`config.mk`:
```
export PLATFORM = sky130hd
export DESIGN_NAME = ordinator_param
export DESIGN_NICKNAME = d
export VERILOG_FILES = /design/src/rtl/ordinator_param.sv
export SDC_FILE = /design/constraint.sdc
export NUM_CORES = 1
export LEC_CHECK = 0
export ABC_AREA = 1
export CORE_ASPECT_RATIO = 1.4
export CORE_UTILIZATION = 53
export DETAILED_ROUTE_END_ITERATION = 8
export GPL_TIMING_DRIVEN = 0
export PLACE_DENSITY_LB_ADDON = 0.15
export SLEW_MARGIN = 20
export SYNTH_ARGS = -nofsm -noshare
export SYNTH_HDL_FRONTEND = slang
export SYNTH_SLANG_ARGS = --single-unit
```
`constraint.sdc`:
```
create_clock -name clk -period 1.8 [get_ports clk]
set_input_delay 0.45 -clock clk [delete_from_list [all_inputs] [get_ports clk]]
set_output_delay 0.45 -clock clk [all_outputs]
set_load 0.02 [all_outputs]
```
`src/rtl/ordinator_param.sv`:
```
// rtl/ordinator_param.sv - left-to-right token stream calculator with bitwise ops, sticky carry/borrow and error recovery
module ordinator_param #(
  parameter int WIDTH        = 8,
  parameter int MAX_OPERANDS = 16
) (
  input  logic             clk,
  input  logic             reset,
  input  logic [WIDTH-1:0] in,
  input  logic             in_valid,
  output logic [WIDTH-1:0] result,
  output logic             ready,
  output logic             err,
  output logic             ovf,
  output logic             busy
);

  localparam int CW = $clog2(MAX_OPERANDS + 1);
  localparam logic [CW-1:0] MAX_CNT = CW'(MAX_OPERANDS);

  localparam logic [2:0] OP_ADD = 3'd0;
  localparam logic [2:0] OP_SUB = 3'd1;
  localparam logic [2:0] OP_AND = 3'd2;
  localparam logic [2:0] OP_OR  = 3'd3;
  localparam logic [2:0] OP_XOR = 3'd4;
  localparam logic [2:0] OP_EQL = 3'd5;

  typedef enum logic [1:0] {S_OPND, S_OPR, S_ERR} state_t;

  state_t           state, state_n;
  logic             first, first_n;
  logic [CW-1:0]    count, count_n;
  logic [WIDTH-1:0] acc, acc_n;
  logic [2:0]       pending_op, pending_op_n;
  logic             ovf_acc, ovf_acc_n;
  logic [WIDTH-1:0] result_n;
  logic             ready_n, err_n, ovf_n, busy_n;

  logic [WIDTH:0]   sum, diff;
  logic [WIDTH-1:0] alu;
  logic             alu_c;
  logic [2:0]       op;

  assign op = in[2:0];

  // Carry and borrow both fall out of the extra top bit of the widened sum/difference.
  always_comb begin
    sum   = {1'b0, acc} + {1'b0, in};
    diff  = {1'b0, acc} - {1'b0, in};
    alu   = acc;
    alu_c = 1'b0;
    case (pending_op)
      OP_ADD: begin alu = sum[WIDTH-1:0];  alu_c = sum[WIDTH];  end
      OP_SUB: begin alu = diff[WIDTH-1:0]; alu_c = diff[WIDTH]; end
      OP_AND: alu = acc & in;
      OP_OR:  alu = acc | in;
      OP_XOR: alu = acc ^ in;
      default: alu = acc;
    endcase
  end

  always_comb begin
    state_n      = state;
    first_n      = first;
    count_n      = count;
    acc_n        = acc;
    pending_op_n = pending_op;
    ovf_acc_n    = ovf_acc;
    result_n     = result;
    ready_n      = 1'b0;
    err_n        = err;
    ovf_n        = ovf;
    busy_n       = busy;
    if (in_valid) begin
      case (state)
        S_OPND: begin
          if (first) begin
            acc_n     = in;
            count_n   = CW'(1);
            ovf_acc_n = 1'b0;
          end else begin
            acc_n     = alu;
            count_n   = count + CW'(1);
            ovf_acc_n = ovf_acc | alu_c;
          end
          state_n = S_OPR;
          first_n = 1'b0;
          busy_n  = 1'b1;
        end
        S_OPR: begin
          if (op <= OP_XOR) begin
            if (count < MAX_CNT) begin
              pending_op_n = op;
              state_n      = S_OPND;
            end else begin
              state_n = S_ERR;
            end
          end else if (op == OP_EQL) begin
            result_n = acc;
            ovf_n    = ovf_acc;
            err_n    = 1'b0;
            ready_n  = 1'b1;
            state_n  = S_OPND;
            first_n  = 1'b1;
            busy_n   = 1'b0;
          end else begin
            state_n = S_ERR;
          end
        end
        S_ERR: begin
          // Operands are indistinguishable from operators here, so any low-bits-5 token ends the error.
          if (op == OP_EQL) begin
            result_n = '1;
            err_n    = 1'b1;
            ovf_n    = 1'b0;
            ready_n  = 1'b1;
            state_n  = S_OPND;
            first_n  = 1'b1;
            busy_n   = 1'b0;
          end
        end
        default: state_n = S_OPND;
      endcase
    end
  end

  always_ff @(posedge clk or negedge reset) begin
    if (!reset) begin
      state      <= S_OPND;
      first      <= 1'b1;
      count      <= '0;
      acc        <= '0;
      pending_op <= OP_ADD;
      ovf_acc    <= 1'b0;
      result     <= '0;
      ready      <= 1'b0;
      err        <= 1'b0;
      ovf        <= 1'b0;
      busy       <= 1'b0;
    end else begin
      state      <= state_n;
      first      <= first_n;
      count      <= count_n;
      acc        <= acc_n;
      pending_op <= pending_op_n;
      ovf_acc    <= ovf_acc_n;
      result     <= result_n;
      ready      <= ready_n;
      err        <= err_n;
      ovf        <= ovf_n;
      busy       <= busy_n;
    end
  end

endmodule

```
==> results.py, run 1 <==
metrics = {
    "synthesis": {
        "async_flop_share_pct": 100,
        "yosysUniqueCellTypes": 33,
        "ys_seq_elements": 32,
        "syn_area_um2": 2680,
        "synth_top_area_share_pct": 29.0,
        "yosysWarnings": 0,
        "synthTopCellsByArea": "dfrtp_1 (29%), ha_1 (14%), nand2_1 (12%), inv_1 (8.6%), nand3_1 (5.6%)",
        "synth-edff-count": 0,
        "synthTopCellsByCount": "nand2_1 (89), inv_1 (61), dfrtp_1 (31)",
        "syn_nets": 417,
        "seq_area_frac_synth_pct": 30.0,
        "syn_avg_cell_area_um2": 7.16,
        "synthCells": 374,
        "synth_top_cell_by_area": "dfrtp_1",
        "synth.most_common_cell": "nand2_1",
        "synth_flop_cell": "dfrtp_1",
    },
    "finish": {
        "drive_gt1_share_pct": 26.5,
        "post-route-util_pct": 70.5,
        "syn2layout_area_growth_pct": 27.6,
        "fin_area_um2": 3420,
        "finalNetCount": 461,
        "antenna_cells": 0,
    },
    "pwr": {
        "p_leak_nw": 1.70,
        "p_per_area_nw_per_um2": 1800,
        "ir_drop_mv": 1.07,
        "power.total_mw": 6.14,
    },
    "worst_setup_path": {
        "worst-path-buf-inv": 3,
        "r2r_start": "acc[0]$_DFFE_PN0P_",
        "worst_path_max_delay_cell": "dfrtp_1",
        "cpPeakStageDelay_ns": 0.38,
        "critPathKind": "flop to flop",
        "arrival_ns": 2.03,
        "cp_max_fo": 3,
        "crit_start": "acc[0]$_DFFE_PN0P_",
        "cp_top_family": "adder cells",
        "cp-end-kind": "flop",
        "crit_required_ns": 2.02,
        "r2r_slack_ns": -0.009,
        "cp-start-kind": "flop",
        "path_cells": "buf_6 -> ha_4 -> inv_2 -> fa_2 -> inv_2 -> nand3_2 -> nand3_2 -> and2_4 -> o21ai_1 -> nand2_1 -> nand2_2 -> a21oi_2",
    },
    "grt": {
        "gr-total-overflow": 0,
        "antenna_found_initial": 0,
        "first_global_vias": 2533,
        "grt_max_degree": 32,
        "grt_pass1_wl_mm": 11.6,
        "grt_usage_pct": 29.5,
    },
    "detailed_routing": {
        "ant_nets": 0,
        "viasPerCell": 5.54,
        "vias": 2676,
        "first_iter_violations": 171,
        "firstDrtPassIters": 5,
        "wl_per_cell_um": 15.1,
        "drc": 0,
        "wl_mm": 7.31,
    },
    "clock_tree": {
        "numCtsBuffers": 5,
        "clk_latency_ns": 0.29,
        "cts_sinks": 32,
        "clkSlewWorstSetupHoldPaths_ns": 0.07,
        "cts_tree": "done",
        "clockRootBuffer": "clkbuf_8",
        "htreeDepth": 2,
        "clockBufferDepth": 2,
    },
    "floorplan": {
        "die_area_um2": 5340,
        "rows": 30,
        "floorplan.initialDensity_pct": 55.3,
        "core_area_um2": 4840,
        "die_w_um": 62.1,
        "die_h_um": 86.1,
        "io_pins": 23,
    },
    "timing": {
        "finalClockSkew_ns": 0.00855,
        "setup_slack_ns": -0.00896,
        "fin_crit_sh_pct": 100,
        "hold_violations": 0,
        "finalSetupViolations": 1,
        "fin_crit_ns": 1.81,
        "rsz0062_at_grt": "true",
        "tightest_slew_ns": 0.491,
        "maxSlewHeadroom_pct": 67.2,
        "fmax_ghz": 0.553,
        "drv_slew": 0,
    },
    "placed_design": {
        "port_buffers": 22,
        "place_area_um2": 2990,
        "dp_hpwl_mm": 5.11,
        "place_congestion": 0.905,
    },
    "run": {
        "timing.max_cap.violations": 0,
    },
    "run_status": {
        "violations": "negative setup slack",
        "status": "finished, violations left",
    },
    "hold_path": {
        "hp-class": "input pin to asynchronous set/reset pin",
    },
}
stage by stage:
step / std cells / setup TNS (ns) / setup slack (ns) / hold WS (ns)
6_report: 483 / -0.00896 / -0.00896 / 0.478
5_1_grt: 483 / -0.349 / -0.0979 / 0.496
4_1_cts: 473 / -0.0302 / -0.0302 / 0.476
3_5_place_dp: 461 / -13.12 / -0.881 / 0.250
3_3_place_gp: 460 / -23.75 / -0.869 / 0.475
2_1_floorplan: 374 / 0 / 0.0669 / 0.154
power by group:
group	internal, mW	switching (mW)
Clock	0.305	0.285
Sequential	1.07	0.251
Combinational	1.73	2.49
metal layers:
metal	vias to the layer above	GRT usage [%]	routed length [µm]
met2	101	48.6	3710
met3	21	2.71	375
met5	-	0	0
li1	1302	-	-
met4	0	14.1	214
met1	1252	37.6	3010
layout by cell type (no fill, tap or decap), drive strengths merged, types with 6 or more instances in the layout:
cell type,instances
clkbuf,9
o21ai,25
clkdlybuf4s50,13
inv,64
a21oi,21
nand3,30
ha,30
o22ai,7
nand4,6
nor2,30
buf,25
a2bb2oi,8
dfrtp,31
nand2,92
registers in the layout, summed over array words and instances (netlist names):
signal / count
acc: 8
result: 8
count: 5
pending_op: 3
state: 2
busy: 1
err: 1
first: 1
ovf: 1
ovf_acc: 1
ready: 1
worst paths after layout:
| check | to | cells after the start |
|---|---|---|
| max | ovf_acc$_DFFE_PN0P_ | 12 |
| min | acc[7]$_DFFE_PN0P_ | 2 |
| max reg2reg | ovf_acc$_DFFE_PN0P_ | 12 |
| min reg2reg | ovf$_DFFE_PN0P_ | 2 |
| max in group asynchronous | first$_DFFE_PN1P_ | 3 |
| min in group clk | ovf$_DFFE_PN0P_ | 2 |
cell families (layout without fill, tap and decap cells):
logic type,after synthesis,count (layout),synth area share (%)
fa+ha+maj,32,32,15.5
compound gates,67,67,14.8
buf+inv,75,119,11.4
simple gates,165,166,27.4
xor+xnor,3,3,0.981
flops,32,32,30.0
repair_timing:
item / 4_1_cts / 5_1_grt
setup endpoints to repair: 18 / 18
hold endpoints to repair: 1 / 0
cloned: 1 / 0
gates resized for setup: 52 / 51
buffers inserted: 4 / 10
hold buffers: 1 / 0
pin swaps: 5 / 11
layout make-up:
class                      instances  area [µm²]
clock inverter                     2        10.0
timing repair buffer              38         335
clock buffer                       6        82.6
fill                             366        1430
tap                               64        80.1
multi-input combinational        268        1780
inverter                          65         250
buffer                             8        73.8
sequential                        32         802
Power figures use the tool's default switching activity.
==> run 2, diff against run 1 <==
- ABC_CLOCK_PERIOD_IN_PS: default -> 1800
==> results of run 2 <==
Same layout as run 1: the final DEF is identical, and so are final timing and power.
==> edit, RTL diff (config.mk and constraints of run 2) <==
Reset style: synchronous (`reset`), changed in one clocked block.
--- a/src/rtl/ordinator_param.sv
+++ b/src/rtl/ordinator_param.sv
@@ -124,5 +124,5 @@
   end
 
-  always_ff @(posedge clk or negedge reset) begin
+  always_ff @(posedge clk) begin
     if (!reset) begin
       state      <= S_OPND;
Formal check against the unedited RTL: differs if reset is asserted again (counterexample within 4 cycles, from zero or initial values and one cycle with reset low); with reset held inactive, the same outputs for 4 cycles.
==> edit against run 2 <==
The flow still finishes with violations (setup timing); setup slack lost 63 ps; synthesized area down 4.2%; highest routed layer unchanged; routed wire length increased by 3.3%; sequential cell count unchanged; sequential share of layout area fell by 4.1 points; final area fell by 1.8%; synthesized cell count grew 3.5%.
Power is not compared: it rests on default switching activity, and its combinational part moved more than twofold at a synthesized area within 25%.
==> edit: results (changes against run 2) <==
| Metric | Value |
|---|---|
| Gpl congestion | `0.881 (-2.7%)` |
| Setup crit end | `ovf_acc` |
| DR WL met2 | `3940 um (+6.1%)` |
| Post-layout worst setup margin | `-71.6 ps (-62.6 ps)` |
| Status | `finished, violations left` |
| VDD IR max | `785 uV` |
| CP startpoint | `acc[0]` |
| Post-layout instance count excluding filler cells | `495 (+2.5%)` |
| WP data arrival | `2090 ps (+60 ps)` |
| # setup viols final | `2 (+1)` |
| P_leak | `1.52 nW` |
| Met3 WL | `335 um (-11%)` |
| Cell count after synthesis | `387 (+3.5%)` |
| Final #Nets | `475 (+3.0%)` |
| M1 GR Usage | `34.4% (-3.2 points)` |
| Max Used Layer | `met4` |
| Final setup skew | `14.3 ps (+5.75 ps)` |
| First-pass GRT wire length | `11700 um (+0.47%)` |
| Vias in the first global route | `2607 (+2.9%)` |
| Placed Cells | `471 (+2.2%)` |
| Global routing usage on met2 | `53.3% (+4.7 points)` |
| Adder-cell share of the synthesized area | `16.2% (+0.67 points)` |
| Area contributors post-synth | `dfxtp_1 25%, ha_1 15%, nand2_1 13%` |
| Async set or reset register ratio after synthesis | `0% (-100 points)` |
| Synth cell count leaders | `89 x nand2_1, 58 x inv_1, 40 x a21oi_1` |
| Register area share after synthesis | `25.0% (-5.0 points)` |
| Wl on met1 | `3000 um (-0.33%)` |
| Compound-Gate Fraction of Synth Area | `16.7% (+1.9 points)` |
| Xor/xnor share of the synthesized area | `0.683% (-0.30 points)` |
| Failing checks | `setup timing` |
| Hold crit path type | `register to register` |
| Postcts setup bufs | `8 (+4)` |
| Layout cells sized above 1 | `25.4% (-1.1 points)` |
| WL per Instance | `15.3 um (+0.82%)` |
| Area after DPL | `2880 um^2 (-3.9%)` |
| Vias per inst | `5.65 (+2.1%)` |
| Cell taking the most area after synthesis | `dfxtp_1` |
| All-Layer GR Usage | `30.3% (+0.77 points)` |
| Cell variety after synth | `38 (+15%)` |
| Setup TNS Final | `-137 ps (-128 ps)` |
| Detail Placement HPWL | `5190 um (+1.5%)` |
| # fillers | `372 (+1.6%)` |
| WHS | `478 ps (-0.0890 ps)` |
| Post-Syn Nets | `430 (+3.1%)` |
| Largest net degree at the start of global routing | `11 (-66%)` |
| DRC violation total after the first TritonRoute iteration | `242 (+42%)` |
| Initial antenna violation count | `0 (unchanged)` |
| Met3 GRT Util | `4.47% (+1.8 points)` |
| # resized after CTS | `59 (+13%)` |
[edit: area by class of cell]
cell class,count,area share (%)
Sequential cell,32,19.4
Timing Repair Buffer,39,10.1
Clock buffer,7,2.57
Multi-Input combinational cell,284,56.1
Clock inverter,1,0.224
Tap cell,62,2.31
Inverter,61,7.01
Buffer,9,2.39
[edit: per-stage QoR]
| step | setup slack [ps] | utilization, % |
|---|---|---|
| after floorplan | -33.1 | - |
| after global placement | -909 | 62.4 |
| after detailed placement | -929 | 62.4 |
| after CTS | -65.8 | 68.4 |
| after global routing | -223 | 72.8 |
| final | -71.6 | 72.8 |
[edit: worst max-delay path, stage by stage (launching register included)]
cell	delay (ps)
dfxtp_2	340
buf_4	130
ha_4	130
inv_2	40
fa_2	360
inv_2	90
nand3_1	110
nand2_2	110
nor3b_2	160
o21ai_1	110
nand2_2	90
a21oi_2	50
nor2_1	80
